**config.mk**
```make
export PLATFORM = sky130hd
export DESIGN_NAME = bsg_wormhole_packet_sender
export DESIGN_NICKNAME = d
export VERILOG_FILES = /design/src/rtl/bsg_wormhole_packet_sender.sv
export SDC_FILE = /design/constraint.sdc
export NUM_CORES = 1
export LEC_CHECK = 0
export CORE_MARGIN = 10
export CORE_UTILIZATION = 60
export DETAILED_ROUTE_END_ITERATION = 8
export DONT_BUFFER_PORTS = 1
export PLACE_DENSITY = 0.82
export SKIP_CTS_REPAIR_TIMING = 1
export SLEW_MARGIN = 30
export SYNTH_ARGS = -nofsm -noshare
export SYNTH_HDL_FRONTEND = slang
export SYNTH_SLANG_ARGS = --single-unit
```
**constraint.sdc**
```tcl
create_clock -name clk_i -period 2.2 [get_ports clk_i]
set_input_delay 0.55 -clock clk_i [delete_from_list [all_inputs] [get_ports clk_i]]
set_output_delay 0.55 -clock clk_i [all_outputs]
set_load 0.005 [all_outputs]
```
**src/rtl/bsg_wormhole_packet_sender.sv**
```systemverilog
// Transmit-side wormhole packetizer.
// Emits one header flit (cord, len, extra bits), then exactly len body flits,
// through a single output register on a ready/valid link.
module bsg_wormhole_packet_sender #(
    parameter int flit_width_p = 32,
    parameter int cord_width_p = 5,
    parameter int len_width_p  = 4,
    localparam int hdr_data_width_lp = flit_width_p - cord_width_p - len_width_p
) (
    input  logic                         clk_i,
    input  logic                         reset_n_i,

    input  logic                         pkt_v_i,
    input  logic [cord_width_p-1:0]      pkt_cord_i,
    input  logic [len_width_p-1:0]       pkt_len_i,
    input  logic [hdr_data_width_lp-1:0] pkt_hdr_data_i,
    output logic                         pkt_ready_o,

    input  logic                         data_v_i,
    input  logic [flit_width_p-1:0]      data_i,
    output logic                         data_ready_o,

    output logic                         link_v_o,
    output logic [flit_width_p-1:0]      link_data_o,
    input  logic                         link_ready_i,

    output logic                         busy_o
);

    localparam logic [0:0] ST_IDLE = 1'b0;
    localparam logic [0:0] ST_BODY = 1'b1;

    logic [0:0]              r_state;
    logic [len_width_p-1:0]  r_ctr;
    logic                    r_link_v;
    logic [flit_width_p-1:0] r_link_data;

    logic                    w_slot_free;
    logic                    w_pkt_acc;
    logic                    w_data_acc;
    logic                    w_last_word;
    logic [flit_width_p-1:0] w_hdr_flit;

    // The output register can take a new flit when it is empty or draining this cycle.
    assign w_slot_free  = ~r_link_v | link_ready_i;

    assign pkt_ready_o  = (r_state == ST_IDLE) & w_slot_free;
    assign data_ready_o = (r_state == ST_BODY) & w_slot_free;
    assign busy_o       = (r_state == ST_BODY);

    assign w_pkt_acc    = pkt_v_i  & pkt_ready_o;
    assign w_data_acc   = data_v_i & data_ready_o;
    assign w_last_word  = (r_ctr == len_width_p'(1));

    assign w_hdr_flit   = {pkt_hdr_data_i, pkt_len_i, pkt_cord_i};

    assign link_v_o     = r_link_v;
    assign link_data_o  = r_link_data;

    // Packet FSM: a header with nonzero length opens a body of r_ctr words.
    always_ff @(posedge clk_i or negedge reset_n_i) begin
        if (!reset_n_i) begin
            r_state <= ST_IDLE;
            r_ctr   <= '0;
        end else begin
            case (r_state)
                ST_IDLE: begin
                    if (w_pkt_acc && (pkt_len_i != '0)) begin
                        r_state <= ST_BODY;
                        r_ctr   <= pkt_len_i;
                    end
                end
                ST_BODY: begin
                    // r_ctr is at least 1 here, so the decrement cannot wrap.
                    if (w_data_acc) begin
                        r_ctr <= r_ctr - len_width_p'(1);
                        if (w_last_word) begin
                            r_state <= ST_IDLE;
                        end
                    end
                end
                default: begin
                    r_state <= ST_IDLE;
                    r_ctr   <= '0;
                end
            endcase
        end
    end

    // One-entry output register: load on accept, clear when drained, hold when stalled.
    always_ff @(posedge clk_i or negedge reset_n_i) begin
        if (!reset_n_i) begin
            r_link_v    <= 1'b0;
            r_link_data <= '0;
        end else if (w_pkt_acc) begin
            r_link_v    <= 1'b1;
            r_link_data <= w_hdr_flit;
        end else if (w_data_acc) begin
            r_link_v    <= 1'b1;
            r_link_data <= data_i;
        end else if (w_slot_free) begin
            r_link_v    <= 1'b0;
        end
    end

endmodule

```
Word-level counts from Yosys, hierarchy flattened
Index checks and enable logic that the tools add are counted.
Widths: inputs -> output; s select.
Storage, ports and cells
  register bits after elaboration: 38
  bits in latches: 0
  memory bits (writable): 0
  memory bits (read-only): 0
  input bits: 69
  output and inout bits: 36
  logic and storage cells: 32
  memories kept: 0
Cells by class
  $add $sub $neg: 1
  multipliers: 0
  divide/modulo/power cells: 0
  $lt $le $gt $ge: 0
  equal/unequal tests: 3
  shift-type cells: 0
  mux-type cells: 12
  bitwise logic cells: 7
  reduce and logical (&&, ||, !) cells: 5
Operators with widths (count)
  $mux 32: 2
  $mux 4: 2
  $pmux 4 s2: 1
  $mux 1: 6
  $and 1x1->1: 4
  $eq 4x1->1 const B: 1
  $ne 2x1->1 const B: 2
  $reduce_bool 4->1: 1
  $sub 4x1->4 const B: 1
  $reduce_bool 3->1: 1
  $not 1->1: 2
  $pmux 1 s2: 1
  $reduce_and 2->1: 1
  $reduce_bool 2->1: 1
  $logic_and 1x1->1: 1
  $or 1x1->1: 1

Logic depth before layout (Yosys ltp)
Gate-level depths: netlist (run 1).
  depth in word-level cells: 7
  mapped depth: 7
  gate-level depth less buffers: 5

Least setup slack after synthesis (run 1)
Ideal clock, no wire load.
  kind: input -> register
  from: in link_ready_i
  to: reg r_link_data[13] (netlist: link_data_o[13])
  library setup time: 0.137 ns
  arrival: 1.465 ns
  data required time: 2.063 ns
  path slack: 0.598 ns
  cell stages on the path: 7
  buffers on the path: 3
  cell sequence: nor2b_1 > buf_2 > or2_1 > buf_6 > buf_6 > mux2i_1 > a21oi_1
Between the ends
  word-level cells in the longest chain between the ends: 4
  elaborated cells on any way between the ends: 7
  those cells by class: 1 x mux; 5 x bitwise; 1 x reduce/logical
Ends and longest elaborated chain
  start, declared: line 25  | input logic link_ready_i,
  $or 1x1->1 (*): line 45  | assign w_slot_free = ~r_link_v | link_ready_i;
  $and 1x1->1 (on tied branches): line 47, 48
  $and 1x1->1 (on tied branches): line 51, 52
  $mux 32 or $reduce_bool 2->1 (tied branches)
  end signal, assigned: line 97  | r_link_data <= w_hdr_flit;
  end signal, assigned: line 100  | r_link_data <= data_i;
  end, declared: line 36  | logic [flit_width_p-1:0] r_link_data;
Mark *: on every way between the ends. The rest lies on a longest branch, timed or not.
A chain may end at the register's enable or synchronous reset.

Worst setup path in the final report (run 1)
  from: reg r_link_v (netlist: link_v_o)
  to: out pkt_ready_o
Between the ends
  word-level cells in the longest chain between the ends: 3
Ends and longest elaborated chain
  start, declared: line 35  | logic r_link_v;
  start signal, assigned: line 93  | r_link_v <= 1'b0;
  start signal, assigned: line 96  | r_link_v <= 1'b1;
  start signal, assigned: line 99  | r_link_v <= 1'b1;
  $not 1->1: line 45
  $or 1x1->1: line 45
  $and 1x1->1: line 47  | assign pkt_ready_o = (r_state == ST_IDLE) & w_slot_free;
  end, declared: line 17  | output logic pkt_ready_o,
No other way between the ends.

==> results of run 1 <==
-- power groups by stage --
stage	registers [uW]	clock network [uW]	logic, uW
CTS	1360	372	1010
floorplan	1260	0	848
detailed placement	1370	0	1020
finish	1340	364	1020
global route	1390	412	1140
global placement	1350	0	936
-- cell type report --
class | instances | area share [%]
Multi-Input combinational cell | 129 | 42.2
Timing Repair Buffer | 6 | 2.92
Inverter | 4 | 0.762
Tap cell | 44 | 2.80
Clock buffer | 7 | 2.80
Sequential cell | 38 | 48.3
Clock inverter | 1 | 0.254
-- placed cells by master, fill, tap and decap left out, types with 2 or more instances in the layout --
| cell | netlist | layout |
|---|---|---|
| a21oi_1 | 35 | 34 |
| o22ai_1 | 2 | 2 |
| nor2_1 | 38 | 38 |
| clkbuf_4 | 0 | 5 |
| nor2_2 | 2 | 2 |
| a2bb2oi_1 | 2 | 2 |
| dfrtp_1 | 38 | 38 |
| mux2i_1 | 32 | 32 |
| inv_1 | 4 | 4 |
| ha_1 | 2 | 2 |
| buf_4 | 1 | 5 |
| nand2_1 | 3 | 3 |
-- final timing paths --
kind | from | endpoint | slack, ns
max in group asynchronous | reset_n_i | link_data_o[3] | 1.96
worst max-delay path | link_v_o | pkt_ready_o | 0.46
min in group clk_i | pkt_len_i[0] | link_data_o[5] | 0.39
worst min-delay path | reset_n_i | link_data_o[6] | 0.05
worst max register to register | link_v_o | link_data_o[14] | 0.63
worst min register to register | link_data_o[12] | link_data_o[12] | 0.57
-- state kept, by name, indices dropped and copies added, names as in the netlist --
name         cells
r_ctr            4
link_data_o     32
link_v_o         1
busy_o           1
-- cell families (layout without fill, tap and decap cells) --
| family | after synthesis | in the layout | synth area share, % |
|---|---|---|---|
| AOI/OAI and AO/OA | 42 | 42 | 12.1 |
| xor gates and xnor gates | 1 | 1 | 0.469 |
| adders and majority gates | 2 | 2 | 1.34 |
| buffers and inverters | 16 | 18 | 5.29 |
| DFF | 38 | 38 | 50.9 |
| muxes | 33 | 33 | 17.8 |
| and+or+nand+nor | 51 | 51 | 12.1 |
-- worst max-delay path, stage by stage, from the launching register on --
cell	delay, ns
dfrtp_1	0.41
nor2b_1	0.15
buf_4	0.17
nor2_1	0.15
-- per-stage QoR --
stage	worst slack, ns	hold WS (ns)	instance area (um^2)
floorplan	0.598	0.254	1870
global placement	0.308	0.256	1890
detailed placement	0.218	0.256	1890
CTS	0.350	-0.109	1950
global route	0.380	0.0301	1970
finish	0.457	0.0466	1970
-- layer usage --
layer / GRT usage [%] / share of wire (%) / wire, um / up-vias
met5: 0 / 0 / 0 / -
met4: 4.95 / 0.41 / 19 / 0
met3: 7.16 / 11 / 514 / 2
met2: 27.5 / 53 / 2460 / 64
met1: 16.2 / 35 / 1640 / 634
li1: - / - / - / 634
==> results_dict.tcl, run 1 <==
set metrics [dict create \
    cts_tree "done" \
    first_pass_iters 4 \
    dp.cells 220 \
    cp_max_fo 7 \
    synth.cell_area_um2 1870 \
    worst_slew_pin_slew_ns 0.571 \
    power_uw 2730 \
    drc 0 \
    vias 1334 \
    required_ns 1.65 \
    irDropWorstVdd_uv 617 \
    reg2regPathDepth 4 \
    rows 20 \
    final_hold_viol_count 0 \
    multi_input_area_um2 831 \
    die-area_um2 5740 \
    comb_power_share_pct 37.4 \
    dr.first_iter.drc_count 60 \
    coreArea_um2 3030 \
    cp-end-kind "output pin" \
    die_x_um 75.8 \
    cts.path.max_buffers 2 \
    power_frac_seq_pct 49.2 \
    clock.fmax_ghz 0.574 \
    regArea_um2 951 \
    synth_common_cells "dfrtp_1, nor2_1, a21oi_1, mux2i_1" \
    ios 105 \
    async_flop_share_pct 100 \
    cts-htree-levels 2 \
    setup_tns_ns 0 \
    cts_root_buf "clkbuf_4" \
    via_per_inst 5.83 \
    clkSlewWorstSetupHoldPaths_ns 0.11 \
    switching_share_pct 39.6 \
    finalCritPeriodShare_pct 79.2 \
    grt_max_degree 39 \
    maxSlewHeadroom_pct 61.9 \
    grt_pass1_vias 1401 \
    grt_usage_pct 15.6 \
    synth_cell_type_count 27 \
    fin_util_pct 65.0 \
    fin_nets 255 \
    hold_path_class "in2async" \
    drt_wl_total_mm 4.63 \
    synthFlopType "dfrtp_1" \
    skew_ns 0.00326 \
    maxSlewViolCount 0 \
    yosysSeqAreaShare_pct 50.9 \
    syn_avg_cell_area_um2 10.2 \
    p_switching_uw 1080 \
    diodes 0 \
    synth.area.top_cells "dfrtp_1, mux2i_1, a21oi_1" \
    synth_edf_count 0 \
    syn_to_final_growth_pct 5.50 \
    start_util_pct 61.7 \
    fp.dieH_um 75.8 \
    port_buffers 0 \
    postSynthCellCount 183 \
    drive_gt1_share_pct 11.4 \
    finalNonFillerCells 229 \
    dp_hpwl_mm 3.70 \
    wl_per_cell_um 20.2 \
    p_per_area_nw_per_um2 1380 \
    insertion_delay_ns 0.32 \
    drv_cap 0 \
    pwr-share-clk_pct 13.4 \
    status "complete, no violations" \
    fillers 251 \
    p_int_uw 1650 \
    grt_pass1_wl_mm 6.84 \
    cp-start-kind "flip-flop" \
    worstPathArrival_ns 1.19 \
    min_period_ns 1.74 \
    synth_area_leader_cell "dfrtp_1" \
    final_antenna_net_count 0 \
    leakage_uw 0.000997 \
    clock_sink_count 38 \
    rsz0062_at_grt "false" \
    synth_top_area_share_pct 50.9 \
    antenna_found_initial 0 \
    setup.worst_path.class "reg2out" \
    grt_overflow 0 \
    setup_viol 0 \
    ys_ff_latch 38 \
    yosysWarnings 0 \
    cts_inserted_buffers 5 \
    gp_congestion 0.779 \
    synth_nets 254 \
]
No activity file was read; power rests on OpenSTA's default activity.
==> inputs of run 2 (changes only) <==
CORE_UTILIZATION = 56   (was 60)
PLACE_DENSITY = 0.8   (was 0.82)
clock period = 1.5 ns   (was 2.2 ns; I/O delays follow)
==> run 2 against run 1 <==
Effect of this change:
- the flow now finishes with violations (setup timing)
- sequential share of layout area shrank 3.6 points
- flip-flop and latch count is the same
- worst hold slack gained 0.16 ns
- clock power grew 52%
- worst setup slack lost 0.46 ns
- count of clock-buffer cells in the layout is the same
- global-route usage grew 0.14 points
- critical path type unchanged
- largest cell class unchanged
- largest power group unchanged
==> results_dict.tcl, run 2 (synthesis gave the netlist of run 1 again) <==
set metrics [dict create \
    status "finished, violations left" \
    violations "setup timing" \
    largest_reg_flops 32 \
    cts_tree "done" \
    maxSlewHeadroom_pct 76.8 \
    busiest_layer "met2" \
    cts_inserted_buffers 5 \
    drv_cap 0 \
    cp-end-kind "output pin" \
    setup.worst_path.class "reg2out" \
    dp_hpwl_mm 3.94 \
    coreArea_um2 3130 \
    maxSlewViolCount 0 \
    rows 20 \
    grtUsageMet3_pct 8.53 \
    fp.dieH_um 77.7 \
    min_period_ns 1.50 \
    cts_root_buf "clkbuf_4" \
    final_common_cell "dfrtp_1" \
    path_delay_family "flip-flops" \
    crit_buf_inv 1 \
    pwr-share-clk_pct 12.7 \
    max_stage_delay_ns 0.40 \
    worstPathCellList "nor2b_4 > buf_8 > nor2_4" \
    met2_usage_pct 28.8 \
    first_pass_iters 4 \
    die_x_um 77.7 \
    diodes 0 \
    syn_to_final_growth_pct 13.9 \
    p_int_uw 2620 \
    antenna_found_initial 0 \
    final_area_um2 2130 \
    finalWorstSetupSlack_ns -0.00345 \
    cp-start-kind "flip-flop" \
    grt_max_degree 39 \
    port_buffers 0 \
    gp_congestion 0.738 \
    irDropWorstVdd_uv 1050 \
    wl_per_cell_um 22.3 \
    final_antenna_net_count 0 \
    grt_pass1_vias 1491 \
    grt_pass1_wl_mm 7.60 \
    setup_viol 1 \
    grtUsageMet1_pct 14.7 \
    comb_power_share_pct 41.6 \
    clkSlewWorstSetupHoldPaths_ns 0.11 \
    fin_nets 264 \
    placed_cell_area_um2 1970 \
    p_switching_uw 1730 \
    ios 105 \
    drt_wl_total_mm 5.30 \
    crit_path_top_delay_cell "dfrtp_1" \
    whs_ns 0.203 \
    clock_sink_count 38 \
    switching_share_pct 39.7 \
    hold_path_class "in2reg" \
    final_hold_viol_count 0 \
    rsz0062_at_grt "true" \
    start_util_pct 59.7 \
    fillers 244 \
    layout_common_cells "dfrtp_1, nor2_1, a21oi_1" \
    via_per_inst 5.91 \
    dr.first_iter.drc_count 64 \
    dpl_worst_slack_ns 0.0430 \
    grt_usage_pct 15.8 \
    grt_overflow 0 \
    insertion_delay_ns 0.33 \
    die-area_um2 6040 \
    power_frac_seq_pct 45.7 \
    leakage_uw 0.00105 \
    cts.path.max_buffers 2 \
    p_per_area_nw_per_um2 2050 \
    finalCritPeriodShare_pct 100 \
    worstPathArrival_ns 1.13 \
    cp_max_fo 7 \
    clock.fmax_ghz 0.665 \
    worst_slew_pin_slew_ns 0.345 \
    vias 1407 \
    skew_ns 0.00653 \
    cts-htree-levels 2 \
    required_ns 1.12 \
    drive_gt1_share_pct 17.5 \
    drc 0 \
]
==> run 2: metrics by stage <==
| step | total power (uW) | util (%) | std cells | TNS [ns] |
|---|---|---|---|---|
| final | 4350 | 68.0 | 238 | -0.00345 |
| after global routing | 4680 | 68.0 | 238 | -0.738 |
| after CTS | 4200 | 65.0 | 233 | -0.177 |
| after detailed placement | 3650 | 63.1 | 225 | 0 |
| after global placement | 3490 | 63.1 | 225 | 0 |
| after floorplan | 3110 | - | 183 | 0 |
==> run 2: final timing paths <==
check | slack [ns] | cells after the start | from | endpoint
setup / recovery | -0.003 | 3 | link_v_o | data_ready_o
hold / removal | 0.20 | 2 | pkt_len_i[1] | link_data_o[6]
setup reg to reg | 0.01 | 6 | link_v_o | r_ctr[2]
hold reg to reg | 0.57 | 2 | link_data_o[9] | link_data_o[9]
max in group asynchronous | 0.80 | 2 | reset_n_i | link_data_o[28]
min in group asynchronous | 0.51 | 2 | reset_n_i | r_ctr[0]
==> run 2: power groups by stage <==
stage | Combinational, uW | Sequential, uW | Clock (uW)
after floorplan | 1250 | 1850 | 0
after global placement | 1510 | 1980 | 0
after detailed placement | 1640 | 2010 | 0
after CTS | 1640 | 2000 | 563
after global routing | 2010 | 2050 | 616
final | 1810 | 1990 | 552
==> run 2: final cells by class <==
cell class                 count  area (um^2)  share of cell area (%)
timing repair buffer          15          186                    8.77
clock inverter                 1         5.00                   0.235
tap                           44         55.1                    2.59
sequential                    38          951                    44.7
inverter                       4         18.8                   0.883
multi-input combinational    129          855                    40.2
clock buffer                   7         55.1                    2.59
==> run 2: routing by layer <==
metal / vias up / routed length [um]
met1: 667 / 1720
met4: 0 / 51
li1: 650 / -
met3: 8 / 617
met2: 82 / 2910
met5: - / 0
==> RTL edit: new RTL, config.mk and constraints of run 2 <==
Set the parameter `flit_width_p` to 64 (it was 32).
--- a/src/rtl/bsg_wormhole_packet_sender.sv
+++ b/src/rtl/bsg_wormhole_packet_sender.sv
@@ -4,3 +4,3 @@
 module bsg_wormhole_packet_sender #(
-    parameter int flit_width_p = 32,
+    parameter int flit_width_p = 64,
     parameter int cord_width_p = 5,
Ports: changed (resized data_i, link_data_o and pkt_hdr_data_i); port bits go from 105 to 201. The function was not compared with the original's and may differ.
==> RTL edit against run 2 <==
  * The run ends with negative hold slack left
  * Power grew 84%
  * Synthesized cell count grew 110%
  * Final area up 88%
  * Via count up 110%
  * Wire length increased by 100%
  * Sequential cell count rose by 32
  * Combinational power increased by 50%
  * Worst setup slack improved by 32 ps
  * Critical path type is now register to register
  * Area after synthesis up 80%
  * Largest power group unchanged
==> RTL edit: results (changes against run 2) <==
- The cell area after placement is 3430 um^2 (+74%).
- The via count of the first global-routing pass was 2800 (+88%).
- The cell sitting at the root of the clock tree is a sky130_fd_sc_hd__clkbuf_8.
- The post-CTS clock slew at the launch and capture registers of the worst setup and hold paths is 80 ps (-30 ps).
- The average wire length per cell after detail routing is 22.2 um (-0.38%).
- The run finished, with violations left.
- The level count of the clock H-tree came to 3 (+1).
- The number of filler cells placed in the layout is 482 (+98%).
- The slew of the pin with the lowest slew margin is 361 ps (+16.0 ps).
- The total number of vias was 2911 (+110%).
- The number of standard cells in the final layout excluding fillers is 477 (+100%).
- The final setup skew is 11.1 ps (+4.52 ps).
- The path depth of the worst reg2reg path came to 7 (+1).
- The routability congestion estimate came to 0.817 (+11%).
- The overall fraction of global-route tracks in use was 0.187 (+0.0294).
- The number of DRC violations after detailed-routing iteration 0 was 156 (+140%).
- The worst hold margin is -272 ps (-475 ps).
- The share of the synthesized area in compound gates (AO/OA/AOI/OAI) is 0.137 (+0.0154).
- The net count of the finished layout is 532 (+100%).
- The number of hold violations in the final report came to 70 (+70).
- The synthesized netlist net count came to 522 (+110%).
- The count of unique library cells instantiated by Yosys was 29 (+7.4%).
- The multiplexer share of the synthesized area came to 0.0183 (-0.159).
- The internal reg-to-reg setup slack is 30 ps (+20 ps).
- The worst IR drop on VDD is 1.01 mV (-4.3%).
- The adder-cell share of the synthesized area is 0.00745 (-0.00595).
- The wire length of the first global-routing pass was 14.5 mm (+91%).
- By area the synthesized netlist is led by sky130_fd_sc_hd__dfrtp_1 52%, sky130_fd_sc_hd__nand2_1 14%, sky130_fd_sc_hd__a31oi_1 11%, sky130_fd_sc_hd__nor2_1 7.4%, sky130_fd_sc_hd__buf_6 3.4%.
- The synthesized area divided by synthesized cell count was 8.68 um^2 (-15%).
- The leakage power figure is 1.72 nW (+64%).
- The share of final-layout standard cells stronger than drive strength 1 is 0.154 (-0.0210).
- The post-synthesis xor/xnor area fraction is 0.00261 (-0.00208).
- The checks that failed: negative hold slack.
- The path category of the worst min-delay check is primary input to asynchronous set/reset pin.
- In this run the critical register-to-register path is captured at link_data_o[62].
## RTL edit: cell types whose count changed after synthesis, sizes merged, moves of 20 or more
cell / run 2 / this run
a21oi: 35 / 3
a31oi: 1 / 61
buf: 9 / 29
dfrtp: 38 / 70
mux2i: 32 / 5
nand2: 3 / 125
nor2: 40 / 69
## RTL edit: worst max-delay path by stage
stage	cells after the start	slack [ps]	to	from
floorplan	7	60	link_data_o[0]	busy_o
global placement	6	80	link_data_o[17]	link_v_o
detailed placement	6	-10	link_data_o[9]	link_v_o
CTS	6	-40	link_data_o[9]	link_v_o
global route	7	-50	link_data_o[62]	link_v_o
finish	7	30	link_data_o[62]	link_v_o
## RTL edit: through the flow
step	TNS [ps]	worst slack (ps)
final	0	28.9
after CTS	-297	-36.9
after global placement	0	84.1
after floorplan	0	57.5
after detailed placement	-17.9	-10.6
after global routing	-338	-46.3
## RTL edit: worst max-delay path: cells and delay by family (launching register included)
| kind | cells | cell delay [ps] |
|---|---|---|
| AO/OA/AOI/OAI | 2 | 330 |
| buffers and inverters | 3 | 510 |
| flip-flops | 1 | 380 |
| AND/OR/NAND/NOR | 2 | 180 |
## RTL edit: routing by layer
layer / track usage / vias up / part of all wire
li1: - / 1312 / -
met1: 0.192 / 1380 / 0.35
met2: 0.305 / 193 / 0.50
met3: 0.104 / 26 / 0.12
met4: 0.0861 / 0 / 0.030
met5: 0 / - / 0
## RTL edit: cell families after synthesis
logic type | Yosys count
simple gates | 202
buf+inv | 33
mux | 6
fa+ha+maj | 2
flops | 70
compound gates | 73
xor+xnor | 1
## RTL edit: power by group
| group | switching (mW) | leakage (nW) | internal [mW] |
|---|---|---|---|
| Clock | 0.678 | 0.115 | 0.945 |
| Sequential | 0.853 | 0.777 | 2.81 |
| Combinational | 1.34 | 0.831 | 1.37 |
| Total | 2.87 | 1.72 | 5.13 |
## RTL edit: final cells by class
class / count / area, um^2 / share of cell area
flip-flops and latches: 70 / 1750 / 0.439
multi-input cells: 284 / 1420 / 0.356
repair buffers: 28 / 492 / 0.123
clock buffers: 13 / 179 / 0.0448
well taps: 75 / 93.8 / 0.0235
clock inverters: 3 / 40.0 / 0.0100
inverters: 4 / 15.0 / 0.00376
